`config.mk`:
```
export PLATFORM = sky130hd
export DESIGN_NAME = axis_sync_fifo_pkt
export DESIGN_NICKNAME = d
export VERILOG_FILES = /design/src/rtl/axis_sync_fifo_pkt.sv
export SDC_FILE = /design/constraint.sdc
export NUM_CORES = 1
export LEC_CHECK = 0
export ABC_AREA = 0
export CAP_MARGIN = 10
export CORE_ASPECT_RATIO = 2
export CORE_UTILIZATION = 35
export DETAILED_ROUTE_END_ITERATION = 6
export DONT_BUFFER_PORTS = 1
export GPL_TIMING_DRIVEN = 0
export PLACE_DENSITY_LB_ADDON = 0.25
export SYNTH_ARGS = -nofsm -noshare
export SYNTH_HDL_FRONTEND = slang
export SYNTH_SLANG_ARGS = --single-unit
```
`constraint.sdc`:
```
create_clock -name axis_clk -period 5.8 [get_ports axis_clk]
set_input_delay 1.16 -clock axis_clk [delete_from_list [all_inputs] [get_ports axis_clk]]
set_output_delay 1.16 -clock axis_clk [all_outputs]
set_load 0.02 [all_outputs]
```
`src/rtl/axis_sync_fifo_pkt.sv`:
```
// Single-clock AXI-Stream FIFO with TKEEP/TLAST sideband, occupancy and packet counters,
// almost-full/almost-empty flags, synchronous flush and optional store-and-forward output gating.
module axis_sync_fifo_pkt #(
    parameter int DATA_WIDTH    = 32,
    parameter int KEEP_WIDTH    = DATA_WIDTH / 8,
    parameter int FIFO_DEPTH    = 16,
    parameter int PACKET_MODE   = 0,
    parameter int AFULL_THRESH  = FIFO_DEPTH - 2,
    parameter int AEMPTY_THRESH = 2
) (
    input  logic                          axis_clk,
    input  logic                          axis_rst_n,
    input  logic                          flush,
    input  logic                          s_axis_tvalid,
    output logic                          s_axis_tready,
    input  logic [DATA_WIDTH-1:0]         s_axis_tdata,
    input  logic [KEEP_WIDTH-1:0]         s_axis_tkeep,
    input  logic                          s_axis_tlast,
    output logic                          m_axis_tvalid,
    input  logic                          m_axis_tready,
    output logic [DATA_WIDTH-1:0]         m_axis_tdata,
    output logic [KEEP_WIDTH-1:0]         m_axis_tkeep,
    output logic                          m_axis_tlast,
    output logic [$clog2(FIFO_DEPTH):0]   occupancy,
    output logic                          almost_full,
    output logic                          almost_empty,
    output logic [$clog2(FIFO_DEPTH):0]   pkt_count
);

    localparam int AW = $clog2(FIFO_DEPTH);
    localparam int PW = AW + 1;
    localparam int EW = DATA_WIDTH + KEEP_WIDTH + 1;
    localparam logic [PW-1:0] L_AFULL  = PW'(AFULL_THRESH);
    localparam logic [PW-1:0] L_AEMPTY = PW'(AEMPTY_THRESH);

    logic [EW-1:0] r_mem [FIFO_DEPTH];
    logic [PW-1:0] r_wr_ptr;
    logic [PW-1:0] r_rd_ptr;
    logic [PW-1:0] r_occupancy;
    logic [PW-1:0] r_pkt_count;
    logic          r_almost_full;
    logic          r_almost_empty;
    logic          r_ready_en;

    logic          w_full;
    logic          w_empty;
    logic          w_pkt_ok;
    logic          w_wr_en;
    logic          w_rd_en;
    logic          w_wr_last;
    logic          w_rd_last;
    logic [EW-1:0] w_head;
    logic [PW-1:0] w_occ_next;
    logic [PW-1:0] w_pkt_next;

    // The MSB of each pointer is the wrap bit, so equal addresses mean full or empty depending on it.
    assign w_full  = (r_wr_ptr[AW-1:0] == r_rd_ptr[AW-1:0]) && (r_wr_ptr[AW] != r_rd_ptr[AW]);
    assign w_empty = (r_wr_ptr == r_rd_ptr);

    // In packet mode the full term lets packets longer than the FIFO drain instead of deadlocking.
    assign w_pkt_ok = (PACKET_MODE == 0) || (r_pkt_count != '0) || w_full;

    assign s_axis_tready = r_ready_en && !w_full && !flush;
    assign m_axis_tvalid = !w_empty && w_pkt_ok;

    assign w_head       = r_mem[r_rd_ptr[AW-1:0]];
    assign m_axis_tdata = m_axis_tvalid ? w_head[DATA_WIDTH-1:0] : '0;
    assign m_axis_tkeep = m_axis_tvalid ? w_head[DATA_WIDTH +: KEEP_WIDTH] : '0;
    assign m_axis_tlast = m_axis_tvalid ? w_head[EW-1] : 1'b0;

    assign w_wr_en   = s_axis_tvalid && s_axis_tready;
    assign w_rd_en   = m_axis_tvalid && m_axis_tready;
    assign w_wr_last = w_wr_en && s_axis_tlast;
    assign w_rd_last = w_rd_en && m_axis_tlast;

    assign occupancy    = r_occupancy;
    assign pkt_count    = r_pkt_count;
    assign almost_full  = r_almost_full;
    assign almost_empty = r_almost_empty;

    always_ff @(posedge axis_clk) begin
        if (w_wr_en) begin
            r_mem[r_wr_ptr[AW-1:0]] <= {s_axis_tlast, s_axis_tkeep, s_axis_tdata};
        end
    end

    always_comb begin
        w_occ_next = r_occupancy;
        w_pkt_next = r_pkt_count;
        if (flush) begin
            w_occ_next = '0;
            w_pkt_next = '0;
        end else begin
            if (w_wr_en && !w_rd_en) begin
                w_occ_next = r_occupancy + PW'(1);
            end else if (!w_wr_en && w_rd_en) begin
                w_occ_next = r_occupancy - PW'(1);
            end
            if (w_wr_last && !w_rd_last) begin
                w_pkt_next = r_pkt_count + PW'(1);
            end else if (!w_wr_last && w_rd_last) begin
                w_pkt_next = r_pkt_count - PW'(1);
            end
        end
    end

    // Flags are registered from the next occupancy so they move on the same edge as the pointers.
    always_ff @(posedge axis_clk or negedge axis_rst_n) begin
        if (!axis_rst_n) begin
            r_wr_ptr       <= '0;
            r_rd_ptr       <= '0;
            r_occupancy    <= '0;
            r_pkt_count    <= '0;
            r_almost_full  <= 1'b0;
            r_almost_empty <= 1'b1;
            r_ready_en     <= 1'b0;
        end else begin
            r_ready_en <= 1'b1;
            if (flush) begin
                r_wr_ptr <= '0;
                r_rd_ptr <= '0;
            end else begin
                if (w_wr_en) begin
                    r_wr_ptr <= r_wr_ptr + PW'(1);
                end
                if (w_rd_en) begin
                    r_rd_ptr <= r_rd_ptr + PW'(1);
                end
            end
            r_occupancy    <= w_occ_next;
            r_pkt_count    <= w_pkt_next;
            r_almost_full  <= (w_occ_next >= L_AFULL);
            r_almost_empty <= (w_occ_next <= L_AEMPTY);
        end
    end

endmodule
```
==> qor.json <==
{
  "status": "finished clean",
  "use_met3": 0.03658,
  "synth_top_area_frac": 0.7376,
  "timing.reg2reg.setup_slack_ps": 1980,
  "cts_hold_repair.buffers": 0,
  "numClockSinks": 615,
  "final-setup-viol-count": 0,
  "cts_tree": "done",
  "cpPeakStageDelay_ps": 860,
  "leakagePower_nw": 8.431,
  "core-area_mm2": 0.06790,
  "power.density_mw_per_mm2": 342.8,
  "layout_common_cells": "592 x sky130_fd_sc_hd__edfxtp_1, 183 x sky130_fd_sc_hd__mux4_2, 51 x sky130_fd_sc_hd__clkbuf_16",
  "postSynth.asyncResetShare": 0.03740,
  "first_global_vias": 11920,
  "globalRouteMet1Util": 0.1880,
  "length_in_cells_of_the_worst_reg_to_reg_path": 13,
  "relative_area_change_from_synthesis_to_final_layout_pct": 15.27,
  "worst_setup_path_type": "flip-flop to primary output",
  "finish.instance_area_mm2": 0.02778,
  "n_fill_cell": 5936,
  "die_w_um": 187.6,
  "post_drt_via_cell_ratio": 5.298,
  "port_buffers": 0,
  "drt-initial-drc-count": 886,
  "finalCritPeriodShare": 0.8547,
  "utilization": 0.4092,
  "dp_hpwl_mm": 38.26,
  "timing.critical_path.slowest_stage_cell": "sky130_fd_sc_hd__clkbuf_1",
  "pins_over_their_slew_limit": 0,
  "hold_viol": 0,
  "die_area_mm2": 0.06998,
  "total_vias_in_the_final_route": 11010,
  "cp.required_ps": 4640,
  "hold_class": "input port to async pin",
  "globalRoute.totalOverflow": 0,
  "global_route.usage.met2": 0.3152,
  "start_kind": "flip-flop",
  "top_level_ports": 93,
  "most_used_routing_layer_in_global_routing": "met2",
  "htreeDepth": 2,
  "syn_inst": 1051,
  "synth_area_per_cell_um2": 22.93,
  "placementRows": 135,
  "r2r_start": "r_rd_ptr[3]",
  "initial_core_util": 0.3549,
  "critical_path.reg2reg.endpoint": "pkt_count[4]",
  "seq_area_mm2": 0.01835,
  "cts_resized": 0,
  "cts_made_buffers": 51,
  "synth_seq_cells": 615,
  "globalplace.congestion": 0.7606,
  "layout_min_cycle_time_ps": 4957,
  "firstDrtPassIters": 6,
  "clk_root_buffer_cell": "sky130_fd_sc_hd__clkbuf_16",
  "layout.cells.most_common": "sky130_fd_sc_hd__edfxtp_1",
  "synthDistinctLibCells": 55,
  "antennaDiodeCount": 0,
  "synthFlopType": "sky130_fd_sc_hd__edfxtp_1",
  "drc": 0,
  "post_cts_buffers": 0,
  "cts.path.max_buffers": 3,
  "antenna_violations_before_repair": 0,
  "path_max_fanout": 10,
  "layout.nets": 1202,
  "worst_skew_pair.late_latency_ps": 600,
  "synth_enable_flop_cells": 592,
  "syn_nets": 1105,
  "worst_setup_hold_path_clk_slew_ps": 70,
  "worst_supply_voltage_drop_on_vdd_mv": 0.2072,
  "synth.yosys.seq_area_share": 0.7615,
  "worstMarginPinSlew_ps": 1160,
  "final_antenna_net_count": 0,
  "grt_start_max_net_pins": 24,
  "maxSlewHeadroom": 0.2268,
  "critPathTopFamily": "buffers and inverters",
  "multi_input_area_mm2": 0.005553,
  "post_drt_wl_per_cell_um": 28.02,
  "grt_first_pass_wirelength_mm": 84.23,
  "worst_ep_arrival_time_ps": 3800,
  "placedInstanceArea_mm2": 0.02612,
  "crit_chain": "buf_2 -> clkbuf_1 -> clkbuf_1 -> mux4_2 -> mux4_2 -> nor2b_1",
  "grt_use_total": 0.1691,
  "yosys_warnings": 0,
  "grt_setup_unrepaired": "no",
  "die_outline_height_um": 373.1,
  "finClkSkew_ps": 13.13,
  "drt_wl_total_mm": 58.22,
  "post_synthesis_cell_type_with_the_largest_combined_area": "sky130_fd_sc_hd__edfxtp_1",
  "worstPathBufferInverterCount": 3,
  "maxCapViolations": 0,
  "syn_area_mm2": 0.02410,
  "fmax_mhz": 201.7,
  "leading_cell_types_by_total_area_after_synthesis": "sky130_fd_sc_hd__edfxtp_1 74%, sky130_fd_sc_hd__mux4_2 17%, sky130_fd_sc_hd__dfrtp_1 2.3%",
  "layout_cells_sized_above_1": 0.2955,
  "endpoint_kind": "primary output"
}
final cells by class:
cell class	count	area share
clock inverter	31	0.01202
buffer	57	0.009637
timing repair buffer	44	0.02900
tap	890	0.04008
inverter	10	0.001351
clock buffer	62	0.04742
multi-input combinational	369	0.1999
sequential	615	0.6606
worst max-delay path by stage:
stage / from / depth (start not counted) / to / slack [ps]
after floorplan: flush / 6 / r_mem[3][0] / 680
after global placement: flush / 6 / r_mem[3][27] / -3170
after detailed placement: r_rd_ptr[1] / 6 / m_axis_tdata[30] / 1390
after CTS: r_rd_ptr[1] / 6 / m_axis_tdata[17] / 740
after global routing: r_rd_ptr[1] / 6 / m_axis_tdata[30] / 650
final: r_rd_ptr[1] / 6 / m_axis_tdata[30] / 840
state kept, by name (all words and copies together) (netlist names):
signal / flops
occupancy: 5
pkt_count: 5
r_mem: 592
r_wr_ptr: 5
almost_empty: 1
almost_full: 1
r_ready_en: 1
r_rd_ptr: 5
synthesized netlist by cell type, types with 2 or more instances:
cell,instances
sky130_fd_sc_hd__a21oi_1,6
sky130_fd_sc_hd__nand3_1,4
sky130_fd_sc_hd__ha_1,11
sky130_fd_sc_hd__buf_2,22
sky130_fd_sc_hd__or3_1,2
sky130_fd_sc_hd__nand2b_1,5
sky130_fd_sc_hd__o21a_1,3
sky130_fd_sc_hd__o32ai_1,3
sky130_fd_sc_hd__mux2i_1,7
sky130_fd_sc_hd__dfrtp_1,22
sky130_fd_sc_hd__clkbuf_1,29
sky130_fd_sc_hd__xor2_1,7
sky130_fd_sc_hd__nor3_1,9
sky130_fd_sc_hd__a2bb2oi_1,2
sky130_fd_sc_hd__mux4_2,183
sky130_fd_sc_hd__o21ai_0,5
sky130_fd_sc_hd__nand2_1,15
sky130_fd_sc_hd__xnor2_1,8
sky130_fd_sc_hd__nand4_1,2
sky130_fd_sc_hd__nand3b_1,2
sky130_fd_sc_hd__a31oi_1,2
sky130_fd_sc_hd__o41ai_1,2
sky130_fd_sc_hd__mux2_2,2
sky130_fd_sc_hd__buf_6,2
sky130_fd_sc_hd__inv_1,10
sky130_fd_sc_hd__edfxtp_1,592
sky130_fd_sc_hd__buf_1,3
sky130_fd_sc_hd__nor2b_1,37
sky130_fd_sc_hd__nor2_1,28
kinds of logic after synthesis:
group	share of synthesized area
flops	0.7615
fa+ha+maj	0.006541
other cells	0.0001556
mux	0.1764
compound gates	0.01205
buf+inv	0.01267
xor+xnor	0.006126
simple gates	0.02455
report_power, final:
group	internal, mW	switching, mW
Sequential	4.90	0.0482
Combinational	0.483	0.603
Clock	1.90	1.59
layer usage:
layer / vias to the layer above / routed length, µm
met3: 88 / 3419
met1: 6058 / 21030
li1: 4598 / -
met2: 266 / 32110
met5: - / 0
met4: 0 / 1661
per-stage QoR:
stage	hold slack [ps]	setup WS, ps	TNS [ps]	power, mW	cells
floorplan	560.9	675.1	0	5.865	1051
global placement	590.4	-3168	-868900	6.156	1941
detailed placement	604.3	1390	0	6.172	1984
CTS	225.1	736.8	0	9.634	2077
global route	229.4	653.5	0	9.824	2078
finish	254.4	842.7	0	9.525	2078
(Power assumes the default switching activity.)
